[src/rtl/mem_port_arbiter.sv]
// Arbitrates one single-ported memory between the fetch and memory stages.
// Ports:
//    clk, reset                     clock, synchronous active-high reset
//    IReq/IAddr/FlushF              fetch request, address, fetch flush
//    DReq/DWe/DAddr/DWdata          data request, write enable, address, data
//    MemReq/MemWe/MemAddr/MemWdata  registered memory request bus
//    MemRdata/MemReady              memory read data and completion strobe
//    IRdata/IValid, DRdata/DValid   per-requester result and one-cycle strobe
//    StallF/StallM                  combinational stage holds
//    MemErr                         sticky watchdog timeout flag
module mem_port_arbiter (
   input  logic        clk,
   input  logic        reset,
   input  logic        IReq,
   input  logic [31:0] IAddr,
   input  logic        FlushF,
   input  logic        DReq,
   input  logic        DWe,
   input  logic [31:0] DAddr,
   input  logic [31:0] DWdata,
   output logic        MemReq,
   output logic        MemWe,
   output logic [31:0] MemAddr,
   output logic [31:0] MemWdata,
   input  logic [31:0] MemRdata,
   input  logic        MemReady,
   output logic [31:0] IRdata,
   output logic        IValid,
   output logic [31:0] DRdata,
   output logic        DValid,
   output logic        StallF,
   output logic        StallM,
   output logic        MemErr
);

   typedef enum logic [1:0] {IDLE, DBUSY, IBUSY} state_t;

   state_t      r_state;
   logic        r_drop;
   logic [7:0]  r_wd;
   logic        r_memreq;
   logic        r_memwe;
   logic [31:0] r_memaddr;
   logic [31:0] r_memwdata;
   logic [31:0] r_irdata;
   logic [31:0] r_drdata;
   logic        r_ivalid;
   logic        r_dvalid;
   logic        r_memerr;

   logic        w_free;
   logic        w_dgnt;
   logic        w_ignt;
   logic        w_tmo;

   // The completion cycle is a dead cycle for arbitration, so a
   // requester still holding its request there is never re-granted.
   assign w_free = ~r_ivalid & ~r_dvalid;
   assign w_dgnt = DReq & w_free;
   assign w_ignt = IReq & ~FlushF & w_free;
   assign w_tmo  = ~MemReady & (r_wd == 8'hFF);

   always_ff @(posedge clk) begin
      if (reset) begin
         r_state    <= IDLE;
         r_drop     <= 1'b0;
         r_wd       <= 8'h00;
         r_memreq   <= 1'b0;
         r_memwe    <= 1'b0;
         r_memaddr  <= 32'h0;
         r_memwdata <= 32'h0;
         r_irdata   <= 32'h0;
         r_drdata   <= 32'h0;
         r_ivalid   <= 1'b0;
         r_dvalid   <= 1'b0;
         r_memerr   <= 1'b0;
      end else begin
         r_ivalid <= 1'b0;
         r_dvalid <= 1'b0;
         unique case (r_state)
            IDLE: begin
               if (w_dgnt) begin
                  r_state    <= DBUSY;
                  r_memreq   <= 1'b1;
                  r_memwe    <= DWe;
                  r_memaddr  <= DAddr;
                  r_memwdata <= DWdata;
                  r_wd       <= 8'h00;
               end else if (w_ignt) begin
                  r_state   <= IBUSY;
                  r_memreq  <= 1'b1;
                  r_memwe   <= 1'b0;
                  r_memaddr <= IAddr;
                  r_wd      <= 8'h00;
               end
            end
            DBUSY: begin
               if (MemReady) begin
                  r_state  <= IDLE;
                  r_memreq <= 1'b0;
                  r_dvalid <= 1'b1;
                  // Stores leave the last load result visible.
                  if (!r_memwe)
                     r_drdata <= MemRdata;
               end else if (w_tmo) begin
                  r_state  <= IDLE;
                  r_memreq <= 1'b0;
                  r_dvalid <= 1'b1;
                  r_drdata <= 32'h0;
                  r_memerr <= 1'b1;
                  r_drop   <= 1'b0;
               end else begin
                  r_wd <= r_wd + 8'h01;
               end
            end
            IBUSY: begin
               if (FlushF)
                  r_drop <= 1'b1;
               if (MemReady) begin
                  r_state  <= IDLE;
                  r_memreq <= 1'b0;
                  r_drop   <= 1'b0;
                  if (!r_drop) begin
                     r_ivalid <= 1'b1;
                     r_irdata <= MemRdata;
                  end
               end else if (w_tmo) begin
                  r_state  <= IDLE;
                  r_memreq <= 1'b0;
                  r_memerr <= 1'b1;
                  r_drop   <= 1'b0;
                  if (!r_drop) begin
                     r_ivalid <= 1'b1;
                     r_irdata <= 32'h0;
                  end
               end else begin
                  r_wd <= r_wd + 8'h01;
               end
            end
            default: begin
               r_state  <= IDLE;
               r_memreq <= 1'b0;
            end
         endcase
      end
   end

   assign MemReq   = r_memreq;
   assign MemWe    = r_memwe;
   assign MemAddr  = r_memaddr;
   assign MemWdata = r_memwdata;
   assign IRdata   = r_irdata;
   assign IValid   = r_ivalid;
   assign DRdata   = r_drdata;
   assign DValid   = r_dvalid;
   assign MemErr   = r_memerr;
   assign StallM   = DReq & ~r_dvalid;
   assign StallF   = IReq & ~r_ivalid & ~FlushF;

endmodule

[config.mk]
export PLATFORM = sky130hd
export DESIGN_NAME = mem_port_arbiter
export DESIGN_NICKNAME = d
export VERILOG_FILES = /design/src/rtl/mem_port_arbiter.sv
export SDC_FILE = /design/constraint.sdc
export NUM_CORES = 1
export LEC_CHECK = 0
export BUFFER_PORTS_ARGS = -buffer_cell sky130_fd_sc_hd__buf_4
export CORE_MARGIN = 2
export CORE_UTILIZATION = 42
export CTS_CLUSTER_DIAMETER = 200
export DETAILED_ROUTE_END_ITERATION = 16
export PLACE_DENSITY = 0.8
export SYNTH_ARGS = -nofsm -noshare
export SYNTH_HDL_FRONTEND = slang
export SYNTH_SLANG_ARGS = --single-unit
export TNS_END_PERCENT = 5
[constraint.sdc]
create_clock -name clk -period 1.8 [get_ports clk]
set_clock_uncertainty 0.05 [all_clocks]
set_input_delay 0.27 -clock clk [delete_from_list [all_inputs] [get_ports clk]]
set_output_delay 0.27 -clock clk [all_outputs]
set_load 0.01 [all_outputs]
# --- Yosys cells after proc, flatten, opt, wreduce, memory -nomap -nowiden ---
# Index checks and enable logic that the tools add are counted.
totals:
  ff_bits: 144
  input_bits: 135
  output_inout_bits: 135
  wordCells: 91
classes:
  reduce_logical: 16
  bitwise_logic: 15
  mux: 36
  n_eq_ne: 11
  addsub: 1
op_table:
  columns: ["operator", "count"]
  rows:
  - ["2-to-1 mux 32 bit", 9]
  - ["2-to-1 mux 8 bit", 4]
  - ["one-hot mux 8 bit (2 select lines)", 1]
  - ["2-to-1 mux 1 bit", 15]
  - ["!= test 2 bit, second input constant", 5]
  - ["AND reduction 3 bit", 3]
  - ["adder 8 x 1 -> 8 bit, second input constant", 1]
  - ["bitwise AND 1 bit", 8]
  - ["== test 8 bit, second input constant", 1]
  - ["2-to-1 mux 2 bit", 4]
  - ["AND reduction 4 bit", 2]
  - ["nonzero test 2 bit", 4]
  - ["inverter 1 bit", 7]
  - ["AND reduction 2 bit", 3]
  - ["OR reduction 2 bit", 3]
  - ["!= test 4 bit, second input constant", 1]
  - ["one-hot mux 1 bit (2 select lines)", 2]
  - ["one-hot mux 2 bit (2 select lines)", 1]
  - ["!= test 3 x 1 -> 1 bit, second input constant", 1]
  - ["!= test 3 bit, second input constant", 1]
  - ["== test 2 x 1 -> 1 bit, second input constant", 1]
  - ["== test 2 bit, second input constant", 1]
  - ["logical NOT 2 bit", 1]

# --- Depth between registers and ports, before layout ---
# Gate-level depths: netlist (run 1).
logic_depth:
  ltp_word: 6
  mapped_depth: 7
  mapped_depth_nobuf: 6

# --- Least setup slack after synthesis (run 1) ---
# Ideal clock, no wire load.
synth_path:
  path_type: "reg2reg"
  startpoint: "reg r_state[0]"
  endpoint: "reg r_wd[6]"
  t_required_ps: 1680
  setup_ps: 70
  slack_ps: 48
  arrival_time_ps: 1632
  stages_incl_launch_ff: 8
  path_cell_list: "dfxtp_1 inv_1 ha_1 nand4_1 o21ai_2 buf_4 or4_1 a21oi_1"
synth_via:
  elab_chain_cells: 4
  word_cells_on_any_way: 10
synth_rtl:
  columns: ["element", "line_no", "text"]
  rows:
  - ["from (decl)", "38", "state_t r_state;"]
  - ["from (signal assigned)", "65", "r_state <= IDLE;"]
  - ["from (signal assigned)", "83", "r_state <= DBUSY;"]
  - ["from (signal assigned)", "90", "r_state <= IBUSY;"]
  - ["== test 2 bit / == test 2 x 1 -> 1 bit (equally long branches)", "80", "unique case (r_state)"]
  - ["OR reduction 2 bit (no source line)", null, null]
  - ["!= test 2 bit (no source line) / nonzero test 2 bit (equally long branches)", null, null]
  - ["AND reduction 4 bit (no source line)", null, null]
  - ["to (signal assigned)", "113", "r_wd <= r_wd + 8'h01;"]
  - ["to (signal assigned)", "137", "r_wd <= r_wd + 8'h01;"]
  - ["to (decl)", "40", "logic [7:0] r_wd;"]
# Several ways; a longest one is shown, not always the timed one.
# A chain may end at the register's enable or synchronous reset.

# --- Worst setup path after layout (run 1) ---
layout_path:
  startpoint: "reg r_state[0]"
  endpoint: "reg r_wd[2]"
# Same word-level chain as after synthesis.

==> impl_metrics.ini, run 1 <==
[critical_path]
crit_required_ps = 2100
cp_cell_sequence = inv_1 > ha_4 > nand4_1 > o21ai_4 > buf_4 > or4_1 > a21oi_2
cpPeakStageDelay_ps = 420
worst-path-max-fanout = 9
worst-path-buf-inv = 2
arrival_ps = 2040
cp-start-kind = register
crit_family = simple AND/OR/NAND/NOR gates
end_kind = register
slowest_stage = or4_1
critPathKind = reg2reg

[synthesis]
async_flop_share_pct = 0
yosysWarnings = 0
ys_ff_latch = 144
post-synth-top-count-cell = dfxtp_1
synth-seq-area-share_pct = 48.8
synthCells = 687
ys.flop_type = dfxtp_1
syn-num-nets = 827
ys_top_cells_by_area = dfxtp_1, a21oi_1, nand3_1, mux2i_1, o21ai_0
synth_top_cell_area_share_pct = 48.8
synth_edf_count = 0
synth_area_um2 = 5910
avgSynthCellArea_um2 = 8.60
synth_common_cells = dfxtp_1, a21oi_1, nand2_1
ys_types = 45
synth_area_leader_cell = dfxtp_1

[finish]
drive_above_1_share_pct = 36.5
diodes = 0
multiInputGateArea_um2 = 2740
seq_area_um2 = 2880
layout.nets = 1078
syn_to_final_growth_pct = 49.9
layout.filler_cells = 1203

[detailed_routing]
vias = 5894
wl_per_cell_um = 15.1
via_per_inst = 5.22
drc = 0
finalWirelength_mm = 17.1
dr.pass1.iters = 5
ant_nets = 0
drtIter0Drc = 342

[power_and_ir_drop]
internal_power_mw = 7.27
leakage_nw = 3.77
swShare_pct = 28.8
vdd_drop_max_mv = 0.679
power_switching_mw = 2.94
power.total_mw = 10.2
combinationalPowerShare_pct = 27.1
p_clk_share_pct = 35.9
power_frac_seq_pct = 36.9
power.density_nw_per_um2 = 1150

[cts]
ctsHtreeMaxLevel = 4
cts.path.max_buffers = 2
root_buffer = clkbuf_16
cts_tree = done
worst_skew_pair.late_latency_ps = 410
clkSlewWorstSetupHoldPaths_ps = 60
cts.sinks = 144
cts_buffers = 17

[grt]
grtUsageTotal_pct = 22.2
antenna_found_initial = 0
gr-total-overflow = 0
grt_pass1_wl_mm = 26.2
grt_max_degree = 48
grt_pass1_vias = 5267

[timing]
setup_viol_count_final = 0
relSlewSlack_pct = 61.7
rsz0062_at_grt = true
slew_violations = 0
fin_crit_ps = 1750
timing.final.crit_share_pct = 97.0
hold_violations = 0
worst_slew_pin_slew_ps = 575
tns_ps = 0
fmax_mhz = 572

[die]
ios = 270
fp.dieW_um = 123
start_util_pct = 42.7
coreArea_um2 = 13800
die_h_um = 123
rows = 43
die_area_um2 = 15000

[flow_run]
drv_cap = 0

[placed_design]
finalWeightedCongestion = 0.765
hpwl_mm = 12.0
io_buffers = 269

[min_path]
hp-class = in2reg

[outcome]
outcome = finished clean
worst min-delay path, stage by stage:
cell,delay (ps)
buf_4,110
nand2_1,50
a21oi_1,50
metrics by stage:
stage	hold WS [ps]	std cells	util, %	area, um2	setup WS, ps
after floorplan	356	687	-	5910	47.7
after global placement	393	1095	59.0	8160	79.8
after detailed placement	398	1095	59.0	8160	-21.6
after CTS	36.9	1125	63.6	8790	12.6
after global routing	50.1	1129	64.0	8860	-30.6
final	50.8	1129	64.0	8860	53.1
placed cells by master (no fill, tap or decap), types with 2 or more instances in the layout:
| cell | count |
|---|---|
| buf_12 | 12 |
| clkbuf_16 | 17 |
| ha_1 | 3 |
| mux2i_1 | 33 |
| inv_1 | 5 |
| nand2b_1 | 3 |
| nor3_1 | 3 |
| clkinv_2 | 2 |
| or4_1 | 4 |
| nor2b_2 | 2 |
| or3_1 | 2 |
| a21oi_2 | 2 |
| bufinv_16 | 4 |
| clkbuf_8 | 2 |
| dfxtp_1 | 143 |
| a211oi_1 | 33 |
| nand4_1 | 2 |
| buf_4 | 283 |
| a21oi_1 | 107 |
| o21ai_0 | 61 |
| o31ai_1 | 4 |
| nand3_1 | 68 |
| clkinvlp_4 | 3 |
| o21ai_1 | 9 |
| nand2_1 | 75 |
| o21ai_4 | 2 |
| nor2_1 | 36 |
sequential cells by signal, indices dropped and copies added (netlist names):
register	cells
MemReq	1
r_wd	8
IValid	1
DValid	1
DRdata	32
MemErr	1
r_state	2
MemWdata	32
r_drop	1
MemAddr	32
IRdata	32
MemWe	1
cell families (layout without fill, tap and decap cells):
kind of cell,after synthesis,count (layout),share of synthesized area (%)
fa+ha+maj,5,5,1.06
buf+inv,69,331,5.97
simple gates,209,209,16.9
mux,33,33,5.59
flops,144,144,48.8
compound gates,227,227,21.7
power by group through the flow:
stage | Clock [mW] | Sequential (mW) | Combinational [mW]
3_5_place_dp | 0 | 3.84 | 2.70
3_3_place_gp | 0 | 3.82 | 2.66
6_report | 3.67 | 3.77 | 2.77
5_1_grt | 3.87 | 3.81 | 3.02
2_1_floorplan | 0 | 3.99 | 1.30
4_1_cts | 3.74 | 3.77 | 2.72
layout make-up:
class | count | share of cell area (%)
flip-flops and latches | 144 | 32.6
multi-input cells | 474 | 31.0
repair buffers | 295 | 26.7
clock buffers | 20 | 5.16
well taps | 180 | 2.54
clock inverters | 10 | 1.82
inverters | 6 | 0.254
routing by layer:
metal / wire, um / GRT usage [%]
met4: 560 / 10.3
met5: 0 / 0
met1: 6860 / 27.1
met3: 1240 / 6.69
met2: 8440 / 35.8
repair_timing:
action / CTS / global route
setup endpoints to repair: 6 / 15
hold buffers: 0 / 0
resized for setup: 4 / 8
pin swaps: 1 / 2
buffers inserted: 0 / 4
final timing paths:
kind                                   start            to  slack (ps)  cells past startpoint
worst max-delay path              r_state[0]       r_wd[2]          50                      7
worst min register to register  MemWdata[12]  MemWdata[12]         400                      2
worst max register to register    r_state[0]       r_wd[2]          50                      7
worst min-delay path               DWdata[4]   MemWdata[4]          50                      3
No activity file was read; power rests on OpenSTA's default activity.
==> run 2, diff against run 1 <==
Settings changed: CORE_ASPECT_RATIO set to 0.5.
==> run 2 against run 1 <==
Fmax rose by 0.28%; wire length is 3.8% higher; die area increased by 0.39%; sequential share of layout area unchanged.
==> impl_metrics.ini, run 2 (synthesized netlist as in run 1, its figures left out) <==
[outcome]
outcome = finished clean

[critical_path]
slowest_stage = or4_1
cpPeakStageDelay_ps = 490
end_kind = register
crit_family = simple AND/OR/NAND/NOR gates
worst-path-max-fanout = 7
worst-path-buf-inv = 1
cp-start-kind = register
arrival_ps = 2030
critPathKind = reg2reg
crit_required_ps = 2090
cp_cell_sequence = inv_1 > ha_4 > nand4_1 > o21ai_4 > or4_1 > a21oi_1

[timing]
worst_slew_pin_slew_ps = 423
setup_viol_count_final = 0
rsz0062_at_grt = true
slew_violations = 0
fmax_mhz = 574
timing.final.crit_share_pct = 96.8
relSlewSlack_pct = 71.7
hold_violations = 0
setup_ws_ps = 58.1
tns_ps = 0
fin_crit_ps = 1740

[placed_design]
finalWeightedCongestion = 0.812
hpwl_mm = 11.8
dp_cells = 1106
io_buffers = 269
dp_slack_ps = -16.7
postPlaceCellArea_um2 = 8120

[finish]
seq_area_um2 = 2880
most-common-layout-cells = buf_4, dfxtp_1, a21oi_1
design_area_um2 = 8860
multiInputGateArea_um2 = 2740
syn_to_final_growth_pct = 49.9
final_cells = 1139
layout.filler_cells = 1105
diodes = 0
drive_above_1_share_pct = 36.3
layout.nets = 1074
final_common_cell = buf_4
post-route-util_pct = 64.8

[grt]
antenna_found_initial = 0
grtUsageTotal_pct = 23.1
grt_pass1_vias = 5738
grt_pass1_wl_mm = 27.9
grt_max_degree = 74
gr-total-overflow = 0

[power_and_ir_drop]
leakage_nw = 3.75
vdd_drop_max_mv = 0.754
power.density_nw_per_um2 = 1190

[cts]
cts.sinks = 144
cts.path.max_buffers = 2
worst_skew_pair.late_latency_ps = 410
root_buffer = clkbuf_16
clkSlewWorstSetupHoldPaths_ps = 60
cts_buffers = 17
ctsHtreeMaxLevel = 4
cts_tree = done

[detailed_routing]
drc = 0
vias = 5981
ant_nets = 0
drtIter0Drc = 380
finalWirelength_mm = 17.7
wl_per_cell_um = 15.6
dr.pass1.iters = 5
via_per_inst = 5.25

[die]
die_h_um = 87.9
coreArea_um2 = 13700
start_util_pct = 43.3
fp.dieW_um = 172
ios = 270
die_area_um2 = 15100
rows = 30

[min_path]
hp-class = in2reg

[flow_run]
drv_cap = 0
## run 2: cell count changes in the layout (fill, tap and decap cells not counted), moves of 2 or more
cell | before | now
buf_12 | 12 | 8
inv_6 | 0 | 3
buf_4 | 283 | 281
bufinv_16 | 4 | 6
clkinv_2 | 2 | 0
clkinv_4 | 1 | 3
clkinvlp_4 | 3 | 1
## run 2: report_power, final
group          switching [mW]  internal [mW]  leakage, nW  total [mW]
sequential              0.211           3.57         1.18        3.78
combinational            1.45           1.25         2.24        2.70
clock                    1.42           2.67        0.334        4.09
## run 2: metrics by stage
| stage | power [mW] | hold WS (ps) |
|---|---|---|
| floorplan | 5.29 | 356 |
| global placement | 6.41 | 393 |
| detailed placement | 6.48 | 398 |
| CTS | 10.6 | 42.5 |
| global route | 11.1 | 42.1 |
| finish | 10.6 | 53.5 |
## run 2: what timing repair did
item / 4_1_cts / 5_1_grt
resized for setup: 2 / 7
setup endpoints to repair: 5 / 15
pin swaps: 1 / 1
hold buffers: 0 / 0
gates cloned: 1 / 0
buffers inserted: 0 / 0
## run 2: layout make-up
class / instances / area share [%]
Tap cell: 192 / 2.71
Clock buffer: 18 / 4.96
Multi-Input combinational cell: 475 / 30.9
Sequential cell: 144 / 32.6
Inverter: 6 / 0.254
Timing Repair Buffer: 290 / 25.8
Clock inverter: 14 / 2.84
## run 2: path summary, 6_finish.rpt
path	startpoint	end	slack, ps	cells past startpoint
max	r_state[0]	r_wd[4]	60	6
max reg2reg	r_state[0]	r_wd[4]	60	6
min reg2reg	MemWdata[24]	MemWdata[24]	400	2
min	DWdata[18]	MemWdata[18]	50	3
## run 2: worst register-to-register path, cell delays in order (launching register included)
cell and delay, ps:
dfxtp_1 330, inv_1 90, ha_4 260, nand4_1 190, o21ai_4 120, or4_1 490
a21oi_1 160
## run 2: routing by layer
| metal | vias to the layer above | global-route usage [%] | share of wire [%] |
|---|---|---|---|
| met5 | - | 0 | 0 |
| met4 | 0 | 10.5 | 2.9 |
| met3 | 43 | 5.83 | 6.4 |
| met2 | 223 | 39.9 | 50 |
| met1 | 2786 | 27.5 | 40 |
| li1 | 2929 | - | - |
